[src/rtl/alu.sv]
// Single-cycle RV32I integer execute unit: computes value, resolved next PC and
// taken flag, and broadcasts them on the result bus one cycle after dispatch.
module alu (
    input  logic        clk,
    input  logic        rst,
    input  logic        rdy,
    input  logic        rollback,
    input  logic        alu_en,
    input  logic [6:0]  alu_opcode,
    input  logic [2:0]  alu_funct3,
    input  logic        alu_funct7,
    input  logic [31:0] alu_val1,
    input  logic [31:0] alu_val2,
    input  logic [31:0] alu_imm,
    input  logic [31:0] alu_pc,
    input  logic [3:0]  alu_rob_pos,
    output logic        alu_result,
    output logic [3:0]  alu_result_rob_pos,
    output logic [31:0] alu_result_val,
    output logic        alu_result_jump,
    output logic [31:0] alu_result_pc
);

    localparam logic [6:0] OPC_LUI    = 7'b0110111;
    localparam logic [6:0] OPC_AUIPC  = 7'b0010111;
    localparam logic [6:0] OPC_JAL    = 7'b1101111;
    localparam logic [6:0] OPC_JALR   = 7'b1100111;
    localparam logic [6:0] OPC_BRANCH = 7'b1100011;
    localparam logic [6:0] OPC_OPIMM  = 7'b0010011;
    localparam logic [6:0] OPC_OP     = 7'b0110011;

    logic [31:0] op2;
    logic [4:0]  shamt;
    logic [31:0] sra_res;
    logic [31:0] arith;
    logic [31:0] pc_plus4;
    logic [31:0] pc_plus_imm;
    logic [31:0] jalr_sum;
    logic        br_take;

    logic [31:0] calc_val;
    logic [31:0] calc_pc;
    logic        calc_jump;

    logic        result_q, result_d;
    logic [3:0]  rob_pos_q, rob_pos_d;
    logic [31:0] val_q, val_d;
    logic        jump_q, jump_d;
    logic [31:0] pc_q, pc_d;

    assign op2         = (alu_opcode == OPC_OP) ? alu_val2 : alu_imm;
    assign shamt       = op2[4:0];
    // Arithmetic shift kept in its own signed expression so it is not
    // demoted to a logical shift by the surrounding unsigned context.
    assign sra_res     = $signed(alu_val1) >>> shamt;
    assign pc_plus4    = alu_pc + 32'd4;
    assign pc_plus_imm = alu_pc + alu_imm;
    assign jalr_sum    = alu_val1 + alu_imm;

    always_comb begin
        arith = 32'd0;
        case (alu_funct3)
            3'b000: arith = (alu_opcode == OPC_OP && alu_funct7) ? (alu_val1 - op2) : (alu_val1 + op2);
            3'b001: arith = alu_val1 << shamt;
            3'b010: arith = {31'd0, $signed(alu_val1) < $signed(op2)};
            3'b011: arith = {31'd0, alu_val1 < op2};
            3'b100: arith = alu_val1 ^ op2;
            3'b101: arith = alu_funct7 ? sra_res : (alu_val1 >> shamt);
            3'b110: arith = alu_val1 | op2;
            3'b111: arith = alu_val1 & op2;
            default: arith = 32'd0;
        endcase
    end

    always_comb begin
        br_take = 1'b0;
        case (alu_funct3)
            3'b000: br_take = (alu_val1 == alu_val2);
            3'b001: br_take = (alu_val1 != alu_val2);
            3'b100: br_take = ($signed(alu_val1) < $signed(alu_val2));
            3'b101: br_take = ($signed(alu_val1) >= $signed(alu_val2));
            3'b110: br_take = (alu_val1 < alu_val2);
            3'b111: br_take = (alu_val1 >= alu_val2);
            default: br_take = 1'b0;
        endcase
    end

    // Unknown opcodes still produce a broadcast so the ROB entry retires.
    always_comb begin
        calc_val  = 32'd0;
        calc_pc   = pc_plus4;
        calc_jump = 1'b0;
        case (alu_opcode)
            OPC_LUI:    calc_val = alu_imm;
            OPC_AUIPC:  calc_val = pc_plus_imm;
            OPC_JAL: begin
                calc_val  = pc_plus4;
                calc_pc   = pc_plus_imm;
                calc_jump = 1'b1;
            end
            OPC_JALR: begin
                calc_val  = pc_plus4;
                calc_pc   = jalr_sum & ~32'd1;
                calc_jump = 1'b1;
            end
            OPC_BRANCH: begin
                calc_jump = br_take;
                calc_pc   = br_take ? pc_plus_imm : pc_plus4;
            end
            OPC_OPIMM,
            OPC_OP:     calc_val = arith;
            default:    calc_val = 32'd0;
        endcase
    end

    always_comb begin
        result_d  = result_q;
        rob_pos_d = rob_pos_q;
        val_d     = val_q;
        jump_d    = jump_q;
        pc_d      = pc_q;
        if (rdy) begin
            if (rollback) begin
                result_d = 1'b0;
                jump_d   = 1'b0;
            end else if (alu_en) begin
                result_d  = 1'b1;
                rob_pos_d = alu_rob_pos;
                val_d     = calc_val;
                jump_d    = calc_jump;
                pc_d      = calc_pc;
            end else begin
                result_d = 1'b0;
            end
        end
    end

    always_ff @(posedge clk or posedge rst) begin
        if (rst) begin
            result_q  <= 1'b0;
            rob_pos_q <= 4'd0;
            val_q     <= 32'd0;
            jump_q    <= 1'b0;
            pc_q      <= 32'd0;
        end else begin
            result_q  <= result_d;
            rob_pos_q <= rob_pos_d;
            val_q     <= val_d;
            jump_q    <= jump_d;
            pc_q      <= pc_d;
        end
    end

    assign alu_result         = result_q;
    assign alu_result_rob_pos = rob_pos_q;
    assign alu_result_val     = val_q;
    assign alu_result_jump    = jump_q;
    assign alu_result_pc      = pc_q;

endmodule

[config.mk]
export PLATFORM = sky130hd
export DESIGN_NAME = alu
export DESIGN_NICKNAME = d
export VERILOG_FILES = /design/src/rtl/alu.sv
export SDC_FILE = /design/constraint.sdc
export NUM_CORES = 1
export LEC_CHECK = 0
export ABC_AREA = 1
export CAP_MARGIN = 20
export CORE_MARGIN = 2
export CORE_UTILIZATION = 35
export CTS_CLUSTER_DIAMETER = 60
export DETAILED_ROUTE_END_ITERATION = 8
export PLACE_DENSITY = 0.5
export SYNTH_ARGS = -nofsm -noshare
export SYNTH_HDL_FRONTEND = slang
export SYNTH_SLANG_ARGS = --single-unit
export TNS_END_PERCENT = 20
[constraint.sdc]
create_clock -name clk -period 2.8 [get_ports clk]
set_clock_uncertainty 0.15 [all_clocks]
set_input_delay 0.28 -clock clk [delete_from_list [all_inputs] [get_ports clk]]
set_output_delay 0.28 -clock clk [all_outputs]
set_load 0.03 [all_outputs]
==> metrics, run 1 <==
outcome=finished, violations left; failing checks=negative setup slack; commonest non-fill, non-tap cells in the layout=nand2_1, buf_4, inv_1; Yosys warning total=0; # Max-Cap Violations=0; Sink Count=70; Critical Path RT=2.91 ns; root buf cell=clkbuf_16; Tmin final=3.23 ns; post-DP HPWL=~100 mm; layout cells sized above 1=37.0%; Worst-path clk slew=0.07 ns; Largest delay share family, worst path=simple AND/OR/NAND/NOR gates; Async S/R FF share, synth=100%; number of flops mapped to enable cells by yosys=0; Die H=236 µm; dpl ws=-1.91 ns; Final Setup Violations=64; CTS tree=built; hold_ws=about 0.18 ns; Worst path most repeated cell=nand2_1; Worst-Margin Slew=around 0.78 ns; initial antenna violation count=9; Die X-Extent=236 µm; Max Clk Rate=around 0.31 GHz; total track usage=43.1%; Post-Synthesis Net Count=3811; Power Dens Cells=280 nW/µm²; first-pass GRT wire length=180 mm; Syn Std Cell Area=18900 µm²; Pins Over Slew Limit=0; Final GP Congestion=1.11; Cell variety after synth=57; drc violations=0; DP Area=between 20000 and 30000 µm²; H-tree depth=3; Avg WL per Cell=approximately 24 µm; Slew headroom=48.3%; synthesis-to-finish area growth=76.9%; CP Capture Type=flop; deepest clock path buffer count=2; largest net degree at the start of global routing=55; Core Region=53500 µm²; commonest non-fill, non-tap cell in the layout=nand2_1; Fill cells=5195; Overflow after GRT=0; Syn Inst Count=approximately 3500; Starting Density=35.2%; #FFs+latches synth=70; post-route cell area=between 30000 and 40000 µm²; DR vias=30500; final wirelength=127 mm; post-route worst setup slack=-0.434 ns; I/O Buffers=217; Final Hold Vio Count=0; largest stage delay on the critical path=0.31 ns; Hold WC Path Type=in -> async; die area=55700 µm²; First DRT Iteration DRCs=3844; dominant synthesized flop cell=dfrtp_1; DR pass1 iterations=8; final net count=4989; detailed-route vias per instance=5.70; Post-Syn Area per Cell=about 5.4 µm²; Leakage=16.8 nW; standard-cell rows=85; critical path type=in -> reg; number of routed nets with antenna violations=0; Top Ports=218; vias in the first global route=28700; Worst path slowest cell=ha_4; Skew-Pair Late Insertion Delay=0.37 ns; CP Launch Type=input port; Buf/Inv on CP=10; Num CTS Buffers=9; RSZ-0062 raised after global routing=true; Critical Path Fanout Max=7; CP Data Arrival Time=3.34 ns; Final period util=115%; sequential fraction of the synthesis area=9.29%; Worst VDD drop=0.321 mV
## synthesized netlist by cell type (all sizes together), types with 11 or more instances
master	instances	area (µm²)
inv	429	1610
xnor2	20	175
o211ai	63	473
dfrtp	70	1750
a21oi	267	1340
ha	184	2300
o221ai	16	140
o21bai	11	82.6
nor2	268	1040
o21a	11	82.6
nand3	303	1540
nand4	33	206
a211oi	21	158
nor4	20	131
o21ai	314	1580
clkbuf	80	300
xor2	44	385
a31oi	22	138
nand3b	13	97.6
nor3	30	155
buf	46	278
or2	25	156
nand2	1125	4250
## sequential cells by signal, indices dropped and copies added (netlist names)
| signal | flops |
|---|---|
| alu_result | 1 |
| alu_result_jump | 1 |
| alu_result_rob_pos | 4 |
| alu_result_pc | 32 |
| alu_result_val | 32 |
## per-layer routing
| layer | global-route usage [%] | vias to the layer above | routed length [µm] |
|---|---|---|---|
| li1 | - | 13900 | - |
| met1 | 57.7 | 14200 | 52000 |
| met2 | 64.0 | 1949 | 51800 |
| met3 | 10.2 | 420 | 14100 |
| met4 | 22.8 | 6 | 8580 |
| met5 | 0 | - | 193 |
## power breakdown
part | switching (mW) | internal (mW)
logic | 3.78 | 2.89
clock network | 0.593 | 0.888
registers | 0.0761 | 1.11
total | 4.44 | 4.89
## worst paths after layout
path	cells past startpoint	endpoint	start	slack [ns]
worst min-delay path	2	alu_result_rob_pos[3]$_DFFE_PP0P_	rst	0.18
worst max register to register	2	alu_result_val[27]$_DFFE_PP0P_	alu_result_val[27]$_DFFE_PP0P_	1.80
worst min register to register	2	alu_result_rob_pos[0]$_DFFE_PP0P_	alu_result_rob_pos[0]$_DFFE_PP0P_	0.32
min in group clk	3	alu_result_rob_pos[0]$_DFFE_PP0P_	alu_rob_pos[0]	0.29
max in group asynchronous	3	alu_result_pc[21]$_DFFE_PP0P_	rst	1.61
worst max-delay path	28	alu_result_val[27]$_DFFE_PP0P_	alu_opcode[3]	-0.43
## final cells by class
| type | count | area, µm² | share of cell area [%] |
|---|---|---|---|
| clock inverter | 7 | 128 | 0.383 |
| tap | 696 | 871 | 2.61 |
| clock buffer | 9 | 225 | 0.675 |
| timing repair buffer | 1293 | 10900 | 32.7 |
| inverter | 436 | 1690 | 5.07 |
| sequential | 70 | 1750 | 5.25 |
| multi-input combinational | 2844 | 17800 | 53.3 |
| antenna | 2 | 5.00 | 0.0150 |
## through the flow
step,utilization [%],TNS [ns],total power [mW],std cells
after floorplan,-,-6.51,3.72,3476
after global placement,54.7,-68.01,6.76,5268
after detailed placement,54.7,-71.72,6.82,5268
after CTS,59.2,-12.94,8.77,5326
after global routing,62.3,-19.91,9.76,5355
final,62.3,-12.05,9.33,5357
## timing repair
item | in CTS | in global routing
setup endpoints to repair | 65 | 65
pin swaps | 105 | 143
setup buffers | 43 | 32
gates resized for setup | 521 | 439
gates cloned | 2 | 2
hold buffers | 0 | 0
## kinds of logic after synthesis
family	after synthesis	share of synthesized area, %
buf+inv	562	11.7
xor+xnor	64	2.97
flops	70	9.29
compound gates	767	22.9
mux	2	0.106
simple gates	1824	40.4
fa+ha+maj	187	12.5
(Power assumes the default switching activity.)
==> inputs of run 2 (changes only) <==
- DONT_BUFFER_PORTS: not set -> 1
- GPL_TIMING_DRIVEN: not set -> 0
- PLACE_DENSITY: 0.5 -> 0.45
==> run 2 against run 1 <==
The flow still finishes with violations (negative setup slack). Global-route usage is 1.9 points lower. Die area stayed put. Hold slack got worse by 0.17 ns.
==> metrics, run 2 (synthesized netlist as in run 1, its figures left out) <==
post-route worst setup slack=-0.792 ns; CTS tree=built; CP Capture Type=flop; Overflow after GRT=0; Max Clk Rate=~0.28 GHz; Buf/Inv on CP=3; DP Area=19900 µm²; first-pass GRT wire length=168 mm; Slew headroom=13.3%; deepest clock path buffer count=2; Final GP Congestion=1.08; largest stage delay on the critical path=0.76 ns; hold_ws=0.0136 ns; Critical Path Fanout Max=10; Final Setup Violations=50; drc violations=0; Skew-Pair Late Insertion Delay=0.36 ns; Hold WC Path Type=in -> reg; die area=55700 µm²; CP Data Arrival Time=about 3.7 ns; largest net degree at the start of global routing=between 70 and 80; Power Dens Cells=295 nW/µm²; Worst-Margin Slew=between 1 and 1.5 ns; H-tree depth=3; synthesis-to-finish area growth=22.5%; vias in the first global route=roughly 24000; commonest non-fill, non-tap cells in the layout=nand2_1, inv_1, nand3_1; Num CTS Buffers=9; detailed-route vias per instance=6.03; outcome=finished, violations left; I/O Buffers=0; total track usage=41.3%; # Max-Cap Violations=0; post-route cell area=~23000 µm²; Final Hold Vio Count=0; Worst path slowest cell=nor2_1; Leakage=10.8 nW; Die H=between 200 and 250 µm; Tmin final=approximately 3.6 ns; number of routed nets with antenna violations=0; final wirelength=120 mm; layout cells sized above 1=approximately 16%; Die X-Extent=236 µm; failing checks=negative setup slack; DR pass1 iterations=6; TNS Setup=-18.81 ns; Total Power=6.82 mW; Core Region=53500 µm²; critical path cell sequence=nor2_1, inv_1, nor2_1, clkbuf_1, clkbuf_1, nand3_1, nand2_2, nand2_2, nand2_1, nand2_1; DR vias=25700; critical path type=in -> reg; dpl ws=-2.58 ns; Largest delay share family, worst path=simple AND/OR/NAND/NOR gates; Pins Over Slew Limit=0; post-DP HPWL=99.9 mm; Worst-path clk slew=around 0.07 ns; Avg WL per Cell=about 28 µm; Starting Density=a little over a third; initial antenna violation count=3; final net count=3888; standard-cell rows=85; # diodes=0; Final period util=128%; Sink Count=70; Critical Path RT=about 2.9 ns; Fill cells=5939; RSZ-0062 raised after global routing=true; Worst VDD drop=0.284 mV; CP Launch Type=input port; root buf cell=clkbuf_16; Top Ports=between 200 and 250; commonest non-fill, non-tap cell in the layout=nand2_1; First DRT Iteration DRCs=around 3300
## run 2: cell count changes in the layout (fill, tap and decap cells not counted), moves of 27 or more
cell / change
ha_4: -28
buf_4: -935
inv_2: -29
ha_1: +28
clkdlybuf4s50_1: -133
buf_6: -45
nor2_1: +35
dlymetal6s2s_1: -37
a21oi_2: -27
inv_1: +38
clkbuf_1: +64
a21oi_1: +31
## run 2: area by class of cell
class,instances,area [µm²],share of cell area [%]
plain buffers,124,822,3.56
multi-input cells,2844,17100,74.0
repair buffers,68,573,2.48
clock buffers,9,225,0.975
clock inverters,7,80.1,0.347
flip-flops and latches,70,1750,7.58
inverters,436,1690,7.30
well taps,696,871,3.77
## run 2: final timing paths
check,start,to,slack (ns),cells past startpoint
hold reg to reg,alu_result_val[26]$_DFFE_PP0P_,alu_result_val[26]$_DFFE_PP0P_,0.53,2
max in group asynchronous,rst,alu_result_pc[16]$_DFFE_PP0P_,1.48,2
setup reg to reg,alu_result_jump$_DFFE_PP0P_,alu_result_jump$_DFFE_PP0P_,1.23,3
hold / removal,alu_pc[1],alu_result_pc[1]$_DFFE_PP0P_,0.01,2
min in group asynchronous,rst,alu_result_rob_pos[1]$_DFFE_PP0P_,0.43,2
setup / recovery,alu_funct3[1],alu_result_val[16]$_DFFE_PP0P_,-0.79,10
## run 2: repair_timing
action                                 in CTS  in global routing
buffers inserted                           37                 16
endpoints found under the hold margin      76                  0
setup endpoints to repair                  61                 66
gates resized for setup                   459                152
gates cloned                                4                  0
pin swaps                                  97                 78
hold buffers                                8                  0
## run 2: power breakdown
group / switching [mW] / total, mW / internal, mW
combinational: 2.84 / 4.20 / 1.36
clock: 0.530 / 1.23 / 0.701
sequential: 0.286 / 1.40 / 1.11
## run 2: stage by stage
| stage | utilization (%) | instances |
|---|---|---|
| floorplan | - | 3476 |
| global placement | 37.1 | 4172 |
| detailed placement | 37.1 | 4175 |
| CTS | 41.8 | 4238 |
| global route | 43.2 | 4254 |
| finish | 43.2 | 4254 |
## run 2: per-layer routing
layer | track usage, % | routed length [µm] | part of all wire [%] | vias up
li1 | - | - | - | 11700
met1 | 56.3 | 51200 | 43 | 12100
met2 | 59.7 | 48100 | 40 | 1575
met3 | 12.6 | 14000 | 12 | 269
met4 | 17.5 | 6150 | 5.1 | 0
met5 | 0 | 0 | 0 | -
